`config.mk`:
```
export PLATFORM = sky130hd
export DESIGN_NAME = avr_irq_ctrl_flat
export DESIGN_NICKNAME = d
export VERILOG_FILES = /design/src/rtl/avr_irq_pkg.sv /design/src/rtl/avr_irq_ctrl_if.sv /design/src/rtl/irq_sync.sv /design/src/rtl/avr_irq_ctrl.sv /design/src/flat_wrapper.sv
export SDC_FILE = /design/constraint.sdc
export NUM_CORES = 1
export LEC_CHECK = 0
export ABC_AREA = 1
export BUFFER_PORTS_ARGS = -buffer_cell sky130_fd_sc_hd__buf_4
export CAP_MARGIN = 0
export CORE_MARGIN = 4
export CORE_UTILIZATION = 50
export CTS_BUF_LIST = sky130_fd_sc_hd__clkbuf_16
export CTS_CLUSTER_DIAMETER = 150
export CTS_CLUSTER_SIZE = 24
export DETAILED_ROUTE_END_ITERATION = 6
export PLACE_DENSITY = 0.85
export SETUP_SLACK_MARGIN = 0.4
export SLEW_MARGIN = 10
export SYNTH_ARGS = -nofsm -noshare
export SYNTH_HDL_FRONTEND = slang
export SYNTH_SLANG_ARGS = --single-unit
export TNS_END_PERCENT = 1
```
`constraint.sdc`:
```
create_clock -name clk -period 2.4 [get_ports clk]
set_input_delay 0.12 -clock clk [delete_from_list [all_inputs] [get_ports clk]]
set_output_delay 0.12 -clock clk [all_outputs]
set_load 0.03 [all_outputs]
```
`src/rtl/avr_irq_pkg.sv`:
```
// Shared constants for the AVR interrupt controller: register indices,
// STAT layout and the request/acknowledge state encoding.
package avr_irq_pkg;

  localparam logic [1:0] IRQ_REG_PEND = 2'd0;
  localparam logic [1:0] IRQ_REG_MASK = 2'd1;
  localparam logic [1:0] IRQ_REG_EDGE = 2'd2;
  localparam logic [1:0] IRQ_REG_STAT = 2'd3;

  localparam int IRQ_STAT_FLAG = 7;

  typedef enum logic [1:0] {
    IDLE = 2'd0,
    REQ  = 2'd1,
    GAP  = 2'd2
  } irq_state_e;

endpackage

```
`src/rtl/avr_irq_ctrl_if.sv`:
```
// Core-side bus of the interrupt controller: the I/O register window plus the
// iflag/ivect/ack interrupt handshake.
interface avr_irq_ctrl_if #(
  parameter int IVW = 2
);
  // Register access: io_re/io_we are single-cycle strobes; io_di is valid the
  // cycle after io_re and holds otherwise.
  // Interrupt handshake: iflag acts as valid with ivect as its payload; ivect
  // stays frozen while iflag is high, and the transfer completes only on a
  // cycle where ack is high with ack_vect equal to ivect.
  logic           io_re;
  logic           io_we;
  logic [1:0]     io_a;
  logic [7:0]     io_do;
  logic [7:0]     io_di;
  logic           iflag;
  logic [IVW-1:0] ivect;
  logic           ack;
  logic [IVW-1:0] ack_vect;

  modport master (
    output io_re, io_we, io_a, io_do, ack, ack_vect,
    input  io_di, iflag, ivect
  );

  modport slave (
    input  io_re, io_we, io_a, io_do, ack, ack_vect,
    output io_di, iflag, ivect
  );
endinterface

```
`src/rtl/irq_sync.sv`:
```
// W-bit multi-stage synchroniser; the last stage is delayed once more to
// produce a single-cycle rising-edge strobe per bit.
module irq_sync #(
  parameter int W      = 4,
  parameter int STAGES = 2
) (
  input  logic         clk,
  input  logic         rst_n,
  input  logic [W-1:0] d,
  output logic [W-1:0] level,
  output logic [W-1:0] rise
);

  logic [STAGES-1:0][W-1:0] stage_q;
  logic [W-1:0]             dly_q;

  always_ff @(posedge clk or negedge rst_n) begin
    if (!rst_n) begin
      stage_q <= '0;
      dly_q   <= '0;
    end else begin
      stage_q <= {stage_q[STAGES-2:0], d};
      dly_q   <= stage_q[STAGES-1];
    end
  end

  assign level = stage_q[STAGES-1];
  assign rise  = stage_q[STAGES-1] & ~dly_q;

endmodule

```
`src/rtl/avr_irq_ctrl.sv`:
```
// Programmable interrupt controller for the AVR core. Defining
// AVR_IRQ_ROTATE_EN selects round-robin priority instead of fixed priority.
module avr_irq_ctrl
  import avr_irq_pkg::*;
#(
  parameter int N_IRQ       = 4,
  parameter int IVW         = 2,
  parameter int SYNC_STAGES = 2
) (
  input  logic             clk,
  input  logic             rst_n,
  input  logic [N_IRQ-1:0] irq_in,
  avr_irq_ctrl_if.slave    bus,
  output irq_state_e       dbg_state
);

  irq_state_e       state, state_nx;
  logic [IVW-1:0]   ivect_r, ivect_nx;
  logic [N_IRQ-1:0] pend_r, pend_nx, mask_r, edge_r, cand;
  logic [N_IRQ-1:0] sync_lvl, sync_rise;
  logic [7:0]       io_di_r, rd_data;
  logic             ack_hit, wr_pend;
  logic [IVW-1:0]   ptr;
  logic             unused_do;

  irq_sync #(.W(N_IRQ), .STAGES(SYNC_STAGES)) u_sync (
    .clk   (clk),
    .rst_n (rst_n),
    .d     (irq_in),
    .level (sync_lvl),
    .rise  (sync_rise)
  );

`ifdef AVR_IRQ_ROTATE_EN
  // Search starts at ptr and wraps, so the source after the last served one wins.
  function automatic logic [IVW-1:0] pick_vect(input logic [N_IRQ-1:0] c,
                                               input logic [IVW-1:0] start);
    logic [IVW-1:0] sel;
    logic           found;
    int             idx;
    sel   = '0;
    found = 1'b0;
    for (int k = 0; k < N_IRQ; k++) begin
      idx = (int'(start) + k) % N_IRQ;
      if (!found && c[idx]) begin
        sel   = IVW'(idx);
        found = 1'b1;
      end
    end
    return sel;
  endfunction

  always_ff @(posedge clk or negedge rst_n) begin
    if (!rst_n) ptr <= '0;
    else if (ack_hit) ptr <= IVW'((int'(bus.ack_vect) + 1) % N_IRQ);
  end
`else
  function automatic logic [IVW-1:0] pick_vect(input logic [N_IRQ-1:0] c,
                                               input logic [IVW-1:0] start);
    logic [IVW-1:0] sel;
    sel = start;
    for (int k = N_IRQ - 1; k >= 0; k--) begin
      if (c[k]) sel = IVW'(k);
    end
    return sel;
  endfunction

  assign ptr = '0;
`endif

  assign cand      = pend_r & mask_r;
  assign wr_pend   = bus.io_we && (bus.io_a == IRQ_REG_PEND);
  assign unused_do = ^bus.io_do;

  always_comb begin
    state_nx = state;
    ivect_nx = ivect_r;
    ack_hit  = 1'b0;
    case (state)
      IDLE: begin
        if (|cand) begin
          ivect_nx = pick_vect(cand, ptr);
          state_nx = REQ;
        end
      end
      REQ: begin
        if (bus.ack && (bus.ack_vect == ivect_r)) begin
          ack_hit  = 1'b1;
          state_nx = GAP;
        end else if (!cand[ivect_r]) begin
          state_nx = IDLE;
        end
      end
      GAP:     state_nx = IDLE;
      default: state_nx = IDLE;
    endcase
  end

  // Edge bits: a new rising edge beats any same-cycle clear.
  always_comb begin
    pend_nx = pend_r;
    for (int i = 0; i < N_IRQ; i++) begin
      if (edge_r[i]) begin
        pend_nx[i] = sync_rise[i] |
                     (pend_r[i] & ~((wr_pend && bus.io_do[i]) ||
                                    (ack_hit && (ivect_r == IVW'(i)))));
      end else begin
        pend_nx[i] = sync_lvl[i];
      end
    end
  end

  always_comb begin
    rd_data = '0;
    case (bus.io_a)
      IRQ_REG_PEND: rd_data[N_IRQ-1:0] = pend_r;
      IRQ_REG_MASK: rd_data[N_IRQ-1:0] = mask_r;
      IRQ_REG_EDGE: rd_data[N_IRQ-1:0] = edge_r;
      IRQ_REG_STAT: begin
        rd_data[IRQ_STAT_FLAG] = (state == REQ);
        rd_data[IVW-1:0]       = ivect_r;
      end
      default: rd_data = '0;
    endcase
  end

  always_ff @(posedge clk or negedge rst_n) begin
    if (!rst_n) begin
      state   <= IDLE;
      ivect_r <= '0;
      pend_r  <= '0;
      mask_r  <= '0;
      edge_r  <= '0;
      io_di_r <= '0;
    end else begin
      state   <= state_nx;
      ivect_r <= ivect_nx;
      pend_r  <= pend_nx;
      if (bus.io_we && (bus.io_a == IRQ_REG_MASK)) mask_r <= bus.io_do[N_IRQ-1:0];
      if (bus.io_we && (bus.io_a == IRQ_REG_EDGE)) edge_r <= bus.io_do[N_IRQ-1:0];
      if (bus.io_re) io_di_r <= rd_data;
    end
  end

  assign bus.iflag = (state == REQ);
  assign bus.ivect = ivect_r;
  assign bus.io_di = io_di_r;
  assign dbg_state = state;

endmodule

```
`src/flat_wrapper.sv`:
```
// flat-port wrapper written by rule: the top's interface ports become plain ports
module avr_irq_ctrl_flat import avr_irq_pkg::*;
#(
  parameter int N_IRQ       = 4,
  parameter int IVW         = 2,
  parameter int SYNC_STAGES = 2
)
  (clk, rst_n, irq_in, dbg_state, bus_io_re, bus_io_we, bus_io_a, bus_io_do, bus_ack, bus_ack_vect, bus_io_di, bus_iflag, bus_ivect);
  avr_irq_ctrl_if #(.IVW(IVW)) bus_i ();
  input  logic clk;
  input  logic rst_n;
  input  logic [N_IRQ-1:0] irq_in;
  output irq_state_e dbg_state;
  input wire logic [$bits(bus_i.io_re)-1:0] bus_io_re;
  input wire logic [$bits(bus_i.io_we)-1:0] bus_io_we;
  input wire logic [$bits(bus_i.io_a)-1:0] bus_io_a;
  input wire logic [$bits(bus_i.io_do)-1:0] bus_io_do;
  input wire logic [$bits(bus_i.ack)-1:0] bus_ack;
  input wire logic [$bits(bus_i.ack_vect)-1:0] bus_ack_vect;
  output wire logic [$bits(bus_i.io_di)-1:0] bus_io_di;
  output wire logic [$bits(bus_i.iflag)-1:0] bus_iflag;
  output wire logic [$bits(bus_i.ivect)-1:0] bus_ivect;
  assign bus_i.io_re = bus_io_re;
  assign bus_i.io_we = bus_io_we;
  assign bus_i.io_a = bus_io_a;
  assign bus_i.io_do = bus_io_do;
  assign bus_i.ack = bus_ack;
  assign bus_i.ack_vect = bus_ack_vect;
  assign bus_io_di = bus_i.io_di;
  assign bus_iflag = bus_i.iflag;
  assign bus_ivect = bus_i.ivect;
  avr_irq_ctrl #(.N_IRQ(N_IRQ), .IVW(IVW), .SYNC_STAGES(SYNC_STAGES)) u_core (.clk(clk), .rst_n(rst_n), .irq_in(irq_in), .bus(bus_i), .dbg_state(dbg_state));
endmodule
```
==> metrics <==
Antenna diodes=0; crit share post-route=54.86%; Placed Cells=234; Final Cell Area=0.001881 mm²; setup TNS=0 ps; Leakage=1.014 nW; first-pass GRT wire length=5.361 mm; GRT Total Usage=19.87%; ys async rst share=100.0%; part of the Yosys area used for sequential elements=56.80%; yosys warns=0; CTS Root Cell=clkbuf_16; critical path peak fanout=7; initial DRC count=71; Mapped Area=0.001454 mm²; maxcap violations=0; drt first pass iters=4; Placed Area=0.001668 mm²; NumNets Final=236; Post-CTS Resized=0; Final Wtd Congestion=0.8219; Final Hold Fails=0; Clock transition at path regs=50 ps; Synth cell types=17; DR vias/cell=5.109; RSZ-0062 raised after global routing=false; pwr dens=992.0 mW/mm²; initial antenna violation count=0; setup bufs post-CTS=0; TritonCTS clock tree=done; CORE AREA=0.002758 mm²; endpoints failing setup=0; CTS Buf Count=5; post-synthesis cell count=179; Die Y=61.93 µm; Residual DRC=0; # hold bufs at CTS=5; Post-synth EDFFs=0; Final ANT Viol Nets=0; largest net degree at the start of global routing=34; critical path class=reg -> out; Clock Latency Late Sink=280 ps; GR Overflow Total=0; Vias=1262; Post-Route WL=3.045 mm; vias in the first global route=1236; FP Rows=19; Final Skew=5.996 ps; most frequent cells in the layout=73 x nand2_1, 33 x dfrtp_1, 26 x buf_4; CTS sink cnt=33; Final Max Tran Viols=0; worst hold path type=in -> reg; Worst IR Drop VDD=0.9207 mV; Post-Route Utilization=68.19%; ys flop type=dfrtp_1; Initial Utilization=52.72%; I/O pins=34; crit path DAT=1200 ps; CP required=2280 ps; f_max=759.5 MHz; mean post-synth cell area=8.122 µm²; IO buf count=26; Yosys reg bits=33; DP HPWL=2.113 mm; r2r setup slk=1210 ps; crit start category=register; layout cells sized above 1=18.98%; Die Wd=61.93 µm; Area Growth Syn to Fin=29.35%; CTS Buffer Depth=2; min Tclk post-route=1317 ps; Non-Filler Instances=247; CP Capture Type=primary output; status=finished, final reports clean; wire per inst=12.33 µm; most common cell after layout, fill and taps aside=nand2_1; # H-tree levels=2; DIE AREA=0.003835 mm²
[flip-flops by register name (all words and copies together), names as in the netlist]
register / cells
u_core.u_sync.level: 4
u_core.mask_r: 4
u_core.u_sync.stage_q: 4
u_core.dbg_state: 2
u_core.edge_r: 4
u_core.bus.ivect: 2
u_core.u_sync.dly_q: 4
u_core.pend_r: 4
u_core.bus.io_di: 5
[Yosys cell counts (3+ instances only)]
library cell | n | share of area, %
buf_4 | 3 | 1.5
dfrtp_1 | 33 | 57
inv_1 | 17 | 4.4
inv_2 | 3 | 0.77
nand2_1 | 73 | 19
nand3_1 | 14 | 4.8
nand4_1 | 5 | 2.2
nor2_1 | 7 | 1.8
nor2_2 | 5 | 2.2
o21ai_0 | 3 | 1.0
o21ai_1 | 10 | 3.4
[through the flow]
| stage | setup slack, ps | total power, mW | hold slack (ps) |
|---|---|---|---|
| floorplan | 1027 | 1.008 | -175.6 |
| finish | 1083 | 1.865 | 71.05 |
| global placement | 1226 | 1.155 | 79.71 |
| CTS | 1077 | 1.882 | 69.15 |
| detailed placement | 1215 | 1.167 | 82.58 |
| global route | 1044 | 1.978 | 104.9 |
[worst paths after layout]
| path | from | end | depth (start not counted) |
|---|---|---|---|
| worst max-delay path | u_core.dbg_state[1] | bus_iflag | 2 |
| worst min-delay path | bus_io_re | u_core.bus.io_di[2] | 3 |
| worst max register to register | u_core.bus.ivect[0] | u_core.pend_r[2] | 5 |
| worst min register to register | u_core.u_sync.stage_q[0] | u_core.u_sync.level[0] | 0 |
| max in group asynchronous | rst_n | u_core.u_sync.dly_q[1] | 2 |
| min in group asynchronous | rst_n | u_core.bus.io_di[7] | 2 |
[critical path: stages, from the launching register on]
cell     delay (ps)
dfrtp_1         410
nor2_2          290
buf_4           220
[layout make-up]
type	instances	area, µm²
flip-flops and latches	33	825.8
repair buffers	31	245.2
clock inverters	3	37.54
inverters	20	75.07
multi-input cells	124	533.0
clock buffers	5	125.1
fillers	223	877.1
well taps	31	38.79
[cell families after synthesis]
family	share of synthesized area, %
AND/OR/NAND/NOR	30.55
flip-flops	56.80
buffers and inverters	7.056
AO/OA/AOI/OAI	5.335
other	0.2579
[routing by layer]
metal  part of all wire, %  routed length, µm  global-route usage [%]
met1                    39               1176                   23.14
met3                    10                305                   7.231
met4                   2.6                 80                   8.182
met5                     0                  0                       0
met2                    49               1483                   33.18
[power by group]
group | total [mW] | internal (mW) | switching [mW]
combinational | 0.449 | 0.159 | 0.291
sequential | 0.724 | 0.637 | 0.0868
clock | 0.692 | 0.481 | 0.212
total | 1.87 | 1.28 | 0.589
No activity file was read; power rests on OpenSTA's default activity.
